### src/rtl/imem_arbiter.sv
// imem_arbiter: shares one Imem read port between fetch (F) and loader (L).
// Define IMEM_ARB_RR_EN for round-robin; otherwise F has fixed priority.
module imem_arbiter #(
   parameter int unsigned ADDRESS_SIZE = 32,
   parameter logic [0:ADDRESS_SIZE-1] BOOT_ADDRESS = 32'h1000,
   parameter int unsigned MEM_LATENCY = 2
) (
   input  logic                    clk,
   input  logic                    reset,
   input  logic                    f_req_valid,
   input  logic [0:ADDRESS_SIZE-1] f_req_address,
   output logic                    f_req_ready,
   output logic                    f_resp_valid,
   input  logic                    f_resp_ready,
   output logic [0:ADDRESS_SIZE-1] f_resp_instruction,
   output logic                    f_resp_err,
   input  logic                    l_req_valid,
   input  logic [0:ADDRESS_SIZE-1] l_req_address,
   output logic                    l_req_ready,
   output logic                    l_resp_valid,
   input  logic                    l_resp_ready,
   output logic [0:ADDRESS_SIZE-1] l_resp_instruction,
   output logic                    l_resp_err,
   output logic [0:ADDRESS_SIZE-1] mem_address,
   input  logic [0:ADDRESS_SIZE-1] mem_instruction,
   output logic                    busy
);

   localparam int CW = (MEM_LATENCY > 1) ? $clog2(MEM_LATENCY) : 1;
   localparam logic [CW-1:0] CNT_LAST = CW'(MEM_LATENCY - 1);

   typedef enum logic [1:0] {IDLE, BUSY, RESP} state_t;

   state_t                  state_q, state_d;
   logic [CW-1:0]           cnt_q, cnt_d;
   logic                    gnt_l_q, gnt_l_d;
   logic [0:ADDRESS_SIZE-1] addr_q, addr_d;
   logic [0:ADDRESS_SIZE-1] f_data_q, f_data_d;
   logic [0:ADDRESS_SIZE-1] l_data_q, l_data_d;
   logic                    f_err_q, f_err_d;
   logic                    l_err_q, l_err_d;

   logic                    any_req;
   logic                    pick_l;
   logic                    grant;
   logic                    sel_mis;
   logic [0:ADDRESS_SIZE-1] sel_addr;

`ifdef IMEM_ARB_RR_EN
   // rr_l_q remembers the last granted port (1 = L)
   logic rr_l_q, rr_l_d;
   always_comb pick_l = l_req_valid & (~f_req_valid | ~rr_l_q);
`else
   always_comb pick_l = l_req_valid & ~f_req_valid;
`endif

   always_comb begin
      any_req  = f_req_valid | l_req_valid;
      grant    = reset & (state_q == IDLE) & any_req;
      sel_addr = pick_l ? l_req_address : f_req_address;
      sel_mis  = |sel_addr[ADDRESS_SIZE-2:ADDRESS_SIZE-1];
   end

   always_comb begin
      state_d  = state_q;
      cnt_d    = cnt_q;
      gnt_l_d  = gnt_l_q;
      addr_d   = addr_q;
      f_data_d = f_data_q;
      l_data_d = l_data_q;
      f_err_d  = f_err_q;
      l_err_d  = l_err_q;
`ifdef IMEM_ARB_RR_EN
      rr_l_d   = rr_l_q;
`endif
      case (state_q)
         IDLE: begin
            if (any_req) begin
               gnt_l_d = pick_l;
`ifdef IMEM_ARB_RR_EN
               rr_l_d  = pick_l;
`endif
               if (sel_mis) begin
                  // misaligned: answer at once, Imem untouched
                  state_d = RESP;
                  if (pick_l) begin
                     l_data_d = '0;
                     l_err_d  = 1'b1;
                  end else begin
                     f_data_d = '0;
                     f_err_d  = 1'b1;
                  end
               end else begin
                  state_d = BUSY;
                  addr_d  = sel_addr;
                  cnt_d   = '0;
               end
            end
         end
         BUSY: begin
            cnt_d = cnt_q + 1'b1;
            if (cnt_q == CNT_LAST) begin
               state_d = RESP;
               if (gnt_l_q) begin
                  l_data_d = mem_instruction;
                  l_err_d  = 1'b0;
               end else begin
                  f_data_d = mem_instruction;
                  f_err_d  = 1'b0;
               end
            end
         end
         RESP: begin
            if (gnt_l_q ? l_resp_ready : f_resp_ready)
               state_d = IDLE;
         end
         default: state_d = IDLE;
      endcase
   end

   always_ff @(posedge clk or negedge reset) begin
      if (!reset) begin
         state_q  <= IDLE;
         cnt_q    <= '0;
         gnt_l_q  <= 1'b0;
         addr_q   <= BOOT_ADDRESS;
         f_data_q <= '0;
         l_data_q <= '0;
         f_err_q  <= 1'b0;
         l_err_q  <= 1'b0;
`ifdef IMEM_ARB_RR_EN
         rr_l_q   <= 1'b1;
`endif
      end else begin
         state_q  <= state_d;
         cnt_q    <= cnt_d;
         gnt_l_q  <= gnt_l_d;
         addr_q   <= addr_d;
         f_data_q <= f_data_d;
         l_data_q <= l_data_d;
         f_err_q  <= f_err_d;
         l_err_q  <= l_err_d;
`ifdef IMEM_ARB_RR_EN
         rr_l_q   <= rr_l_d;
`endif
      end
   end

   always_comb begin
      f_req_ready        = grant & ~pick_l;
      l_req_ready        = grant & pick_l;
      f_resp_valid       = (state_q == RESP) & ~gnt_l_q;
      l_resp_valid       = (state_q == RESP) & gnt_l_q;
      f_resp_instruction = f_data_q;
      l_resp_instruction = l_data_q;
      f_resp_err         = f_err_q;
      l_resp_err         = l_err_q;
      mem_address        = addr_q;
      busy               = (state_q != IDLE);
   end

endmodule

### config.mk
export PLATFORM = sky130hd
export DESIGN_NAME = imem_arbiter
export DESIGN_NICKNAME = d
export VERILOG_FILES = /design/src/rtl/imem_arbiter.sv
export SDC_FILE = /design/constraint.sdc
export NUM_CORES = 1
export LEC_CHECK = 0
export BUFFER_PORTS_ARGS = -buffer_cell sky130_fd_sc_hd__buf_2
export CAP_MARGIN = 30
export CORE_UTILIZATION = 47
export CTS_CLUSTER_DIAMETER = 120
export DETAILED_ROUTE_END_ITERATION = 10
export PLACE_DENSITY_LB_ADDON = 0.1
export SETUP_SLACK_MARGIN = 0.02
export SYNTH_ARGS = -nofsm -noshare
export SYNTH_HDL_FRONTEND = slang
export SYNTH_SLANG_ARGS = --single-unit
export TNS_END_PERCENT = 100
### constraint.sdc
create_clock -name clk -period 1.8 [get_ports clk]
set_input_delay 0.27 -clock clk [delete_from_list [all_inputs] [get_ports clk]]
set_output_delay 0.27 -clock clk [all_outputs]
set_load 0.02 [all_outputs]
==> results of run 1 <==
-- stage by stage --
| step | total power [mW] | utilization (%) | cells |
|---|---|---|---|
| 2_1_floorplan | 5.95 | - | 391 |
| 6_report | 8.85 | 64.2 | 713 |
| 3_3_place_gp | 7.41 | 62.0 | 696 |
| 4_1_cts | 8.95 | 64.2 | 713 |
| 3_5_place_dp | 7.53 | 62.0 | 696 |
| 5_1_grt | 9.41 | 64.2 | 713 |
-- state kept, by name, indices dropped and copies added (netlist names) --
signal              cells
state_q                 2
cnt_q                   1
l_resp_instruction     32
gnt_l_q                 1
f_resp_err              1
l_resp_err              1
mem_address            32
f_resp_instruction     32
-- cell usage in the layout (no fill, tap or decap), drive strengths merged, types with 2 or more instances in the layout --
master,netlist,final
buf,9,225
dfrtp,101,101
nand2,98,98
mux2,60,60
o21ai,34,34
o2bb2ai,32,32
clkbuf,22,11
nor2b,4,4
and3,3,3
a21oi,3,3
nor2,2,2
nor3b,2,2
and3b,2,2
nand2b,2,2
clkinvlp,0,2
inv,1,2
nor3,2,2
-- area by class of cell --
| type | instances | area (um^2) |
|---|---|---|
| Sequential cell | 102 | 2550 |
| Inverter | 1 | 3.75 |
| Tap cell | 111 | 139 |
| Clock inverter | 5 | 58.8 |
| Multi-Input combinational cell | 257 | 1770 |
| Clock buffer | 11 | 131 |
| Fill cell | 766 | 3290 |
| Timing Repair Buffer | 226 | 1240 |
-- layer usage --
layer  vias to the layer above  track usage, %  routed length, um
li1                       1772               -                  -
met1                      1750            30.7               5070
met2                       129            38.8               5350
met3                        15            5.13                657
met4                         0            7.47                179
met5                         -               0                  0
-- cell usage after synthesis (2+ instances only) --
cell type / instances / area share, %
clkbuf_1: 22 / 1.9
mux2_2: 60 / 15
and3b_1: 2 / 0.39
o2bb2ai_1: 32 / 6.3
nor3b_1: 2 / 0.34
buf_6: 3 / 0.76
buf_2: 5 / 0.56
o21ai_0: 34 / 3.8
nand2b_1: 2 / 0.28
dfrtp_1: 101 / 57
nand2_1: 98 / 8.3
nor2b_1: 4 / 0.56
a21oi_1: 2 / 0.22
nor2_1: 2 / 0.17
and3_1: 3 / 0.42
-- where the power goes --
| group | leakage, nW | internal, mW | switching (mW) |
|---|---|---|---|
| Sequential | 1.33 | 3.15 | 0.496 |
| Clock | 0.0899 | 0.648 | 0.770 |
| Combinational | 1.56 | 1.46 | 2.33 |
-- logic make-up after synthesis --
| logic type | Yosys count | synth area share, % |
|---|---|---|
| AOI/OAI and AO/OA | 75 | 11.9 |
| buffers and inverters | 32 | 3.34 |
| DFF | 102 | 57.3 |
| muxes | 61 | 15.4 |
| and+or+nand+nor | 121 | 12.1 |
-- what timing repair did --
| item | CTS | global route |
|---|---|---|
| hold buffers | 1 | 0 |
| resized for setup | 0 | 0 |
| setup endpoints to repair | 0 | 0 |
| endpoints found under the hold margin | 4 | 0 |
-- path summary, 6_finish.rpt --
kind / start / end / slack, ns / depth (start not counted)
max: reset / f_req_ready / 0.18 / 4
min: mem_instruction[30] / f_resp_instruction[30]$_DFFE_PN0P_ / 0.13 / 3
max reg2reg: state_q[1]$_DFFE_PN0P_ / mem_address[1]$_DFFE_PN0P_ / 0.30 / 5
min reg2reg: f_resp_err$_DFFE_PN0P_ / f_resp_err$_DFFE_PN0P_ / 0.49 / 1
max in group asynchronous: reset / mem_address[19]$_DFFE_PN1P_ / 0.75 / 3
min in group asynchronous: reset / cnt_q$_DFFE_PN0P_ / 0.32 / 2
-- worst register-to-register path, stage by stage (launching register included) --
cell and delay, ns:
dfrtp_1 0.39, nor2_1 0.14, inv_1 0.14, a21oi_4 0.17, buf_4 0.21, mux2_2 0.36
==> results.cfg, run 1 <==
[pwr]
p_leak_nw = 2.98
powerDensity_nw_per_um2 = 1500
peakVddDrop_v = 0.000782

[synthesis]
synthFlopType = dfrtp_1
syn_nets = 493
synthArstFlopShare_pct = 100
synth_area_um2 = 4460
yosysSeqAreaShare_pct = 57.3
syn_inst = 391
synth.avg_cell_area_um2 = 11.4
synth-edff-count = 0
yosysWarnings = 0
yosys_register_bits = 102
synth.distinct_cells = 34

[sta]
max_freq_ghz = 0.617
period_needed_ns = 1.62
hold_slack_ns = 0.129
final-hold-violation-count = 0
finClkSkew_ns = 0.0113
rsz0062_at_grt = false
post-route-period-util_pct = 90.1
worst_pin_slew_ns = 0.547
final.setup.tns_ns = 0
setup_viol = 0
finalMaxSlewViolations = 0
max-slew-margin-rel_pct = 63.6
finalWorstSetupSlack_ns = 0.178

[final_layout]
final_area_um2 = 5900
antenna_cells = 0
drive_gt1_share_pct = 50.5
syn_to_final_growth_pct = 32.5
fin_nets = 699

[placement]
dp_hpwl_um = 8090
place_area_um2 = 5700
pre_cts_ws_ns = -0.0265
finalWeightedCongestion = 0.763
io_buffers = 204

[drt]
firstDrtPassIters = 4
wirelength_um = 11300
vias = 3666
drc = 0
vias_per_cell = 5.14
drtIter0Drc = 165
antenna_left = 0
post_drt_wl_per_cell_um = 15.8

[clock_network]
cts_buffers = 9
cts_tree = built
ctsLongestPathBuffers = 2
htreeDepth = 3
post_cts.repair.setup_buffers = 0
cts_sinks = 102
cts_root_buffer = clkbuf_8
clk_latency_ns = 0.36
clk_pin_slew_worst_paths_ns = 0.10

[floorplan]
core_area_um2 = 9200
die_x_um = 99.4
pin_count = 205
rows = 35
start_util_pct = 48.4
dieArea_um2 = 9870
chipHeight_um = 99.4

[grt]
grt.total_usage_pct = 23.3
antenna_found_initial = 0
grt_max_degree = 99
grt_overflow = 0
grt_pass1_wl_um = 17800
grt_pass1_vias = 3482

[run_status]
status = complete, no violations

[hold_path]
worstHoldPathType = in2reg

[setup_path]
crit_fanout = 7
worstSetupPathType = in2out
critPathBufInv = 3
cpMaxStageDelayCell = dlygate4sd3_1
start_kind = primary input
crit_path_end_kind = output port
crit_family = buffers and inverters
slowest_delay_ns = 0.57
path_cells = dlygate4sd3_1 > buf_4 > and3_1 > buf_2
worstPathArrival_ns = 1.35
cp.required_ns = 1.53

[job]
cap_viol_max_count = 0
Note: power is estimated with default switching activity, not from simulation.
==> run 2: changes to the inputs <==
- CELL_PAD_IN_SITES_DETAIL_PLACEMENT: not set -> 1
- CELL_PAD_IN_SITES_GLOBAL_PLACEMENT: not set -> 1
- CORE_UTILIZATION: 47 -> 35
==> results.cfg, run 2 (same netlist as run 1, synthesis figures left out) <==
[run_status]
status = complete, no violations

[floorplan]
dieArea_um2 = 13200
die_x_um = 115
pin_count = 205
start_util_pct = 36.5
chipHeight_um = 115
core_area_um2 = 12200
rows = 40

[drt]
antenna_left = 0
drc = 0
wirelength_um = 13000
firstDrtPassIters = 4
vias_per_cell = 4.86
vias = 3720
drtIter0Drc = 91
post_drt_wl_per_cell_um = 17.0

[clock_network]
cts_tree = built
cts_sinks = 102
clk_pin_slew_worst_paths_ns = 0.07
cts_root_buffer = clkbuf_16
clk_latency_ns = 0.34
cts_buffers = 9
htreeDepth = 3
ctsLongestPathBuffers = 2
post_cts.repair.setup_buffers = 0

[setup_path]
start_kind = primary input
crit_path_end_kind = output port
cp-endpoint = l_req_ready
cp.required_ns = 1.53
worstReg2RegStart = state_q[1]$_DFFE_PN0P_
worstPathArrival_ns = 1.40
setup.worst_path.start = reset
crit_fanout = 22
r2r-end = mem_address[6]$_DFFE_PN0P_
ff2ff_path_depth = 5
r2r_slack_ns = 0.29
worstSetupPathType = in2out

[final_layout]
fin_nets = 694
multi_input_area_um2 = 1780
fillers = 1438
drive_gt1_share_pct = 50.1
postLayoutCoreUtil_pct = 49.8
mostFrequentLayoutCells = 203 x buf_2, 101 x dfrtp_1, 98 x nand2_1, 60 x mux2_2, 34 x o21ai_0
antenna_cells = 0
seq_area_um2 = 2550
final_area_um2 = 6080
syn_to_final_growth_pct = 36.5
final_common_cell = buf_2

[placement]
finalWeightedCongestion = 0.747
dp_hpwl_um = 9160
io_buffers = 204
place_area_um2 = 5790
pre_cts_ws_ns = -0.0415

[grt]
grt_pass1_wl_um = 20400
grt_pass1_vias = 3886
grt_overflow = 0
grt_max_degree = 84
grt.total_usage_pct = 20.5
antenna_found_initial = 0

[pwr]
p_total_mw = 9.38
peakVddDrop_v = 0.000634
powerDensity_nw_per_um2 = 1540
p_leak_nw = 3.02

[sta]
period_needed_ns = 1.67
post-route-period-util_pct = 92.8
max-slew-margin-rel_pct = 70.1
finalWorstSetupSlack_ns = 0.129
rsz0062_at_grt = false
finClkSkew_ns = 0.00866
setup_viol = 0
max_freq_ghz = 0.599
finalMaxSlewViolations = 0
worst_pin_slew_ns = 0.448
final-hold-violation-count = 0

[job]
cap_viol_max_count = 0

[hold_path]
worstHoldPathType = in2reg
-- run 2: layer usage --
metal / up-vias / GRT usage (%) / wire [um]
met5: - / 0 / 0
met4: 0 / 8.74 / 253
met3: 19 / 5.59 / 1030
met2: 136 / 35.1 / 6290
met1: 1810 / 24.3 / 5470
li1: 1755 / - / -
-- run 2: worst min path at each step --
stage / from / to / cells after the start
after floorplan: reset / cnt_q$_DFFE_PN0P_ / 0
after global placement: reset / state_q[1]$_DFFE_PN0P_ / 1
after detailed placement: reset / mem_address[31]$_DFFE_PN0P_ / 1
after CTS: mem_instruction[11] / l_resp_instruction[11]$_DFFE_PN0P_ / 2
after global routing: mem_instruction[15] / l_resp_instruction[15]$_DFFE_PN0P_ / 2
final: mem_instruction[16] / f_resp_instruction[16]$_DFFE_PN0P_ / 3
-- run 2: timing repair --
| action | CTS | global route |
|---|---|---|
| hold endpoints to repair | 19 | 0 |
| setup endpoints to repair | 0 | 2 |
| hold buffers | 1 | 0 |
| gates resized for setup | 0 | 1 |
-- run 2: power breakdown --
| group | total, mW | switching [mW] | leakage [nW] | internal (mW) |
|---|---|---|---|---|
| logic | 3.88 | 2.40 | 1.56 | 1.48 |
| clock network | 1.85 | 0.833 | 0.137 | 1.02 |
| registers | 3.65 | 0.487 | 1.33 | 3.16 |
| total | 9.38 | 3.72 | 3.02 | 5.66 |
-- run 2: critical path, stage by stage --
cell and delay, ns:
dlygate4sd3_1 0.54, buf_6 0.23, and3_1 0.19, buf_2 0.16
-- run 2: area by class of cell --
class / count / area share, %
sequential: 102 / 42.0
multi-input combinational: 257 / 29.3
timing repair buffer: 221 / 20.7
clock buffer: 14 / 4.34
tap: 168 / 3.46
clock inverter: 2 / 0.226
inverter: 1 / 0.0617
-- run 2: through the flow --
| step | std cells | TNS [ns] | hold slack [ns] |
|---|---|---|---|
| 4_1_cts | 765 | 0 | 0.133 |
| 3_5_place_dp | 748 | -0.841 | 0.192 |
| 2_1_floorplan | 391 | 0 | -0.0256 |
| 5_1_grt | 765 | 0 | 0.145 |
| 3_3_place_gp | 748 | -0.113 | 0.189 |
| 6_report | 765 | 0 | 0.145 |
